File: src/rtl/cmd_frame_rx.sv
// Framed command receiver: SYNC, CMD, LEN, payload, XOR checksum.
// Commits delay/key/plaintext registers and issues a one-cycle start request.
module cmd_frame_rx #(
    parameter int N              = 16,
    parameter int M              = 4,
    parameter int BLOCK_SIZE     = 2 * N,
    parameter int KEY_SIZE       = N * M,
    parameter int TIMEOUT_CYCLES = 2 ** 20,
    parameter logic [KEY_SIZE-1:0] DEFAULT_KEY   = 64'h1918111009080100,
    parameter logic [7:0]          DEFAULT_DELAY = 8'd15
) (
    input  logic                  clk,
    input  logic                  rst,
    input  logic                  rx_dv,
    input  logic [7:0]            rx_byte,
    input  logic                  busy_i,
    output logic [7:0]            delay_o,
    output logic [KEY_SIZE-1:0]   key_o,
    output logic [BLOCK_SIZE-1:0] pt_o,
    output logic                  start_o,
    output logic                  err_o,
    output logic [1:0]            err_code,
    output logic [7:0]            frame_cnt
);

    localparam int SHADOW_W = (KEY_SIZE > BLOCK_SIZE) ? KEY_SIZE : BLOCK_SIZE;
    localparam int TMO_W    = $clog2(TIMEOUT_CYCLES + 1);
    localparam logic [TMO_W-1:0] TMO_LAST = TMO_W'(TIMEOUT_CYCLES - 1);

    localparam logic [7:0] SYNC_BYTE = 8'hA5;
    localparam logic [7:0] CMD_DELAY = 8'h01;
    localparam logic [7:0] CMD_KEY   = 8'h02;
    localparam logic [7:0] CMD_PT    = 8'h03;
    localparam logic [7:0] CMD_RUN   = 8'h04;
    localparam logic [7:0] LEN_KEY   = 8'(KEY_SIZE / 8);
    localparam logic [7:0] LEN_PT    = 8'(BLOCK_SIZE / 8);

    localparam logic [1:0] ERR_CSUM = 2'd0;
    localparam logic [1:0] ERR_LEN  = 2'd1;
    localparam logic [1:0] ERR_TMO  = 2'd2;
    localparam logic [1:0] ERR_BUSY = 2'd3;

    typedef enum logic [2:0] {S_IDLE, S_CMD, S_LEN, S_PAYLOAD, S_CSUM} state_t;

    state_t                  r_state, w_state_nxt;
    logic [7:0]              r_cmd, r_len, r_cnt, r_csum;
    logic [SHADOW_W-1:0]     r_shadow;
    logic [TMO_W-1:0]        r_tmo_cnt;
    logic [7:0]              r_delay, r_frame_cnt;
    logic [KEY_SIZE-1:0]     r_key;
    logic [BLOCK_SIZE-1:0]   r_pt;
    logic                    r_start, r_err;
    logic [1:0]              r_err_code;

    logic                    w_timeout, w_len_ok, w_err, w_commit;
    logic [1:0]              w_err_code;

    // A byte arriving on the expiry cycle takes priority over the timeout.
    assign w_timeout = (r_state != S_IDLE) && !rx_dv && (r_tmo_cnt == TMO_LAST);

    always_ff @(posedge clk) begin
        if (rst) r_state <= S_IDLE;
        else     r_state <= w_state_nxt;
    end

    // NOTE: every signal gets a default before the case so no latch is inferred.
    always_comb begin
        w_state_nxt = r_state;
        w_err       = 1'b0;
        w_err_code  = ERR_CSUM;
        w_commit    = 1'b0;
        case (r_cmd)
            CMD_DELAY: w_len_ok = (rx_byte == 8'd1);
            CMD_KEY:   w_len_ok = (rx_byte == LEN_KEY);
            CMD_PT:    w_len_ok = (rx_byte == LEN_PT);
            CMD_RUN:   w_len_ok = (rx_byte == 8'd0);
            default:   w_len_ok = 1'b0;
        endcase

        case (r_state)
            S_IDLE:    if (rx_dv && rx_byte == SYNC_BYTE) w_state_nxt = S_CMD;
            S_CMD:     if (rx_dv) w_state_nxt = S_LEN;
            S_LEN: begin
                if (rx_dv) begin
                    if (!w_len_ok) begin
                        w_err       = 1'b1;
                        w_err_code  = ERR_LEN;
                        w_state_nxt = S_IDLE;
                    end else begin
                        w_state_nxt = (rx_byte == 8'd0) ? S_CSUM : S_PAYLOAD;
                    end
                end
            end
            S_PAYLOAD: if (rx_dv && r_cnt == r_len - 8'd1) w_state_nxt = S_CSUM;
            S_CSUM: begin
                if (rx_dv) begin
                    w_state_nxt = S_IDLE;
                    if (rx_byte != r_csum) begin
                        w_err      = 1'b1;
                        w_err_code = ERR_CSUM;
                    end else if (r_cmd == CMD_RUN && busy_i) begin
                        w_err      = 1'b1;
                        w_err_code = ERR_BUSY;
                    end else begin
                        w_commit   = 1'b1;
                    end
                end
            end
            default:   w_state_nxt = S_IDLE;
        endcase

        if (w_timeout) begin
            w_err       = 1'b1;
            w_err_code  = ERR_TMO;
            w_state_nxt = S_IDLE;
        end
    end

    always_ff @(posedge clk) begin
        if (rst) begin
            r_cmd       <= '0;
            r_len       <= '0;
            r_cnt       <= '0;
            r_csum      <= '0;
            r_tmo_cnt   <= '0;
            r_delay     <= DEFAULT_DELAY;
            r_key       <= DEFAULT_KEY;
            r_pt        <= '0;
            r_start     <= 1'b0;
            r_err       <= 1'b0;
            r_err_code  <= ERR_CSUM;
            r_frame_cnt <= '0;
        end else begin
            r_err   <= w_err;
            r_start <= w_commit && (r_cmd == CMD_RUN);
            if (w_err) r_err_code <= w_err_code;

            if (r_state == S_IDLE || rx_dv) r_tmo_cnt <= '0;
            else                            r_tmo_cnt <= r_tmo_cnt + TMO_W'(1);

            if (rx_dv) begin
                case (r_state)
                    S_CMD: begin
                        r_cmd  <= rx_byte;
                        r_csum <= rx_byte;
                    end
                    S_LEN: begin
                        r_len  <= rx_byte;
                        r_csum <= r_csum ^ rx_byte;
                        r_cnt  <= '0;
                    end
                    S_PAYLOAD: begin
                        r_csum <= r_csum ^ rx_byte;
                        r_cnt  <= r_cnt + 8'd1;
                    end
                    default: ;
                endcase
            end

            if (w_commit) begin
                case (r_cmd)
                    CMD_DELAY: r_delay <= r_shadow[7:0];
                    CMD_KEY:   r_key   <= r_shadow[KEY_SIZE-1:0];
                    CMD_PT:    r_pt    <= r_shadow[BLOCK_SIZE-1:0];
                    default: ;
                endcase
                r_frame_cnt <= r_frame_cnt + 8'd1;
            end
        end
    end

    // NOTE: the shadow needs no reset; only bytes of the current frame are ever committed.
    always_ff @(posedge clk) begin
        if (rx_dv && r_state == S_PAYLOAD) r_shadow <= {r_shadow[SHADOW_W-9:0], rx_byte};
    end

    assign delay_o   = r_delay;
    assign key_o     = r_key;
    assign pt_o      = r_pt;
    assign start_o   = r_start;
    assign err_o     = r_err;
    assign err_code  = r_err_code;
    assign frame_cnt = r_frame_cnt;

endmodule

File: config.mk
export PLATFORM = sky130hd
export DESIGN_NAME = cmd_frame_rx
export DESIGN_NICKNAME = d
export VERILOG_FILES = /design/src/rtl/cmd_frame_rx.sv
export SDC_FILE = /design/constraint.sdc
export NUM_CORES = 1
export LEC_CHECK = 0
export ABC_AREA = 1
export BUFFER_PORTS_ARGS = -buffer_cell sky130_fd_sc_hd__buf_2
export CORE_MARGIN = 3
export CORE_UTILIZATION = 59
export CTS_BUF_LIST = sky130_fd_sc_hd__clkbuf_8
export DETAILED_ROUTE_END_ITERATION = 8
export GPL_TIMING_DRIVEN = 0
export PLACE_DENSITY = 0.82
export SLEW_MARGIN = 30
export SYNTH_ARGS = -nofsm -noshare
export SYNTH_HDL_FRONTEND = slang
export SYNTH_SLANG_ARGS = --single-unit
File: constraint.sdc
create_clock -name clk -period 5.56 [get_ports clk]
set_input_delay 0.834 -clock clk [delete_from_list [all_inputs] [get_ports clk]]
set_output_delay 0.834 -clock clk [all_outputs]
set_load 0.05 [all_outputs]
==> metrics.txt <==
power spent charging and discharging nets 1.07 mW; first-pass GRT wire length approximately 36,000 µm; antenna violations before repair 0; met3 usage in global routing 4.80%; WP buf/inv 5; post-synthesis async set-or-reset flop share 0%; horizontal die dimension 131 µm; setup bufs post-CTS 0; Max Fclk 441 MHz; most common cell in the synthesized netlist dfxtp_1; core area 14,900 µm²; crit-path cells buf_2 > buf_2 > xnor2_2 > nand4_1 > nor2_1 > nand2_2 > inv_2 > nand2_4 > buf_4 > buf_2 > nor3_1 > nor2_1; Final Max Tran Viols 0; clock-pin slew of the registers on the worst-case setup and hold paths 70 ps; Largest stage delay, worst path roughly 240 ps; Skew-Pair Late Insertion Delay 550 ps; Detailed Route Iter0 Violations 708; routability cong. ~0.89; source of the critical timing path rx_byte[0]; status complete, no violations; dominant register cell in the synthesized netlist dfxtp_1; startpoint type of the worst setup path input port; register bit total from synthesis 236; register area share after synthesis 58.6%; kind of capture point of the worst setup path flop; gate count of the mapped netlist 1,050; Post-Synthesis Net Count roughly 1.1k; number of synthesized flops with an enable pin between 60 and 70; drt total wl ~23,000 µm; distinct cell type count of the synthesized netlist 35; Max stage delay cell, worst path buf_2; post-cts resize count 0; worst setup skew after layout 29.7 ps; number of buffers inserted during clock tree synthesis 38; R2R Path Start r_state[2]$_SDFFE_PP0P_; Core Util, Final 72.6%; Cell Int Power 2.69 mW; top cells by instance count after synthesis dfxtp_1 (172), nor2_1 (167), nand2_1 (122); CTS H-tree depth 2; total non-filler cell area in the finished layout 10,800 µm²; total clock sinks 236; power per unit of standard cell area 348 nW/µm²; chip height 131 µm; total congestion overflow 0; routed vias/inst about 5.5; classification of the worst setup path in2reg; largest voltage drop on the vdd net between 0.15 and 0.2 mV; peak-usage layer in the global routing report met2; worst path arrival time between 2000 and 3000 ps; buffer depth of the longest clock path 3; largest net degree at the start of global routing 23; Placed Instance Area 10,100 µm²; switching portion of total power 28.5%; CTS Hold Buffers Added 0; dpl hpwl approximately 16,000 µm; leakage dissipation around 4.6 nW; post-synth top area cell dfxtp_1; most repeated library cell on the critical path buf_2; antenna diode count 0; first-pass iteration count of the detailed router 5; Tightest Pin Transition 814 ps; clock share of power 36.3%; register share of total power about 50%; Final Net Count 1,235; headroom to the max-slew limit around 45%; total I/O pin count 128; DR DRC count 0; post-synthesis to final-layout area growth 17.9%; Max Cap Violations 0; final critical-path required period 2270 ps; classification of the worst-slack hold path reg2reg; met1 layer usage reported by global route 35.7%; mean routed wirelength per cell around 16 µm; count of warnings emitted by yosys 0; total count of hold-check failures in the final report 0; TritonCTS clock tree done; combined area of all synthesized cells 9160 µm²; Core Rows 44; unrepaired setup endpoints after global routing no; proportion of layout cells with a drive suffix above 1 between 10% and 20%; number of nets with antenna violations after routing 0; Clock Tree Root clkbuf_8; full die area ~17,000 µm²; GRT Resource Usage Total 26.3%; CP Max Fanout 10; cell types occupying the most area after synthesis dfxtp_1 (38%), edfxtp_1 (21%), nor2_1 (6.8%), nor3_1 (5.6%), nand2_1 (5.0%); category of cells accounting for the largest share of critical-path delay buffers and inverters; endpoint required time on the critical path 5980 ps; number of global-route vias before repair 7,178; part of the power in combinational logic a little over an eighth; global-route track usage on met2 42.7%; count of buffers inserted at the top-level ports approximately 130; routed vias 7,869; Initial Utilization 61.6%; hold_sp r_shadow[46]$_DFFE_PP_; Avg Inst Size Synth 8.72 µm²; share of Yosys cell area claimed by the top area cell type 37.6%; internal reg-to-reg setup slack 3360 ps; Final Cycle Share between 40% and 50%; # setup viols final 0
[area by class of cell]
| class | count | area [µm²] |
|---|---|---|
| Buffer | 51 | 259 |
| Clock buffer | 41 | 564 |
| Clock inverter | 25 | 123 |
| Fill cell | 1106 | 4070 |
| Inverter | 75 | 282 |
| Multi-Input combinational cell | 688 | 3260 |
| Sequential cell | 236 | 5370 |
| Tap cell | 184 | 230 |
| Timing Repair Buffer | 129 | 713 |
[flip-flops by register name, summed over array words and instances, names as in the netlist]
name and flops:
err_o 1, key_o 64, r_csum 8, r_cnt 8, delay_o 8, r_len 8, r_tmo_cnt 21, frame_cnt 8
r_shadow 64, start_o 1, pt_o 32, r_state 3, err_code 2, r_cmd 8
[logic make-up (layout without fill, tap and decap cells)]
| family | after synthesis | after routing | share of synthesized area (%) |
|---|---|---|---|
| AOI/OAI and AO/OA | 194 | 194 | 10.8 |
| buffers and inverters | 126 | 321 | 5.90 |
| and+or+nand+nor | 473 | 473 | 22.5 |
| DFF | 236 | 236 | 58.6 |
| xor gates and xnor gates | 17 | 17 | 1.71 |
| adders and majority gates | 4 | 4 | 0.546 |
[worst register-to-register path: stages (launching register included)]
cell,delay (ps)
dfxtp_1,320
inv_1,80
nand2_1,210
nor2_1,190
inv_1,100
nor2_4,270
buf_16,220
buf_16,190
buf_16,180
o21ai_0,110
a221oi_1,250
[placed cells by master (no fill, tap or decap), drive strengths merged, types with 4 or more instances in the layout]
cell      n
a21oi    60
buf     150
clkbuf   71
clkinv   11
dfxtp   172
edfxtp   64
ha        4
inv      89
nand2   124
nand3    55
nand4    11
nor2    172
nor3    103
o21ai   130
xnor2    11
xor2      6
[metal layers]
| layer | wire [µm] | vias to the layer above |
|---|---|---|
| met3 | 1740 | 37 |
| met1 | 9690 | 3654 |
| li1 | - | 3880 |
| met2 | 10800 | 298 |
| met4 | 404 | 0 |
| met5 | 0 | - |
[final timing paths]
kind / end / cells past startpoint
worst max-delay path: key_o[2]$_SDFFE_PP0P_ / 12
worst min register to register: r_shadow[54]$_DFFE_PP_ / 0
worst min-delay path: r_shadow[54]$_DFFE_PP_ / 0
worst max register to register: r_cnt[5]$_SDFFE_PP0P_ / 10
[power by group through the flow]
stage / clock [mW] / sequential [mW] / combinational, mW
after floorplan: 0 / 1.92 / 0.370
after global routing: 1.46 / 1.90 / 0.575
after detailed placement: 0 / 1.93 / 0.492
after global placement: 0 / 1.93 / 0.468
after CTS: 1.38 / 1.89 / 0.497
final: 1.37 / 1.89 / 0.502
[per-stage QoR]
stage / TNS (ps) / instances / setup WS (ps) / hold WS, ps / power (mW)
after floorplan: 0 / 1050 / 955 / 418 / 2.29
after global placement: -5930 / 1360 / -466 / 430 / 2.40
after detailed placement: 0 / 1363 / 2770 / 433 / 2.42
after CTS: 0 / 1429 / 3320 / 440 / 3.77
after global routing: 0 / 1429 / 3170 / 448 / 3.93
final: 0 / 1429 / 3290 / 439 / 3.76
No activity file was read; power rests on OpenSTA's default activity.
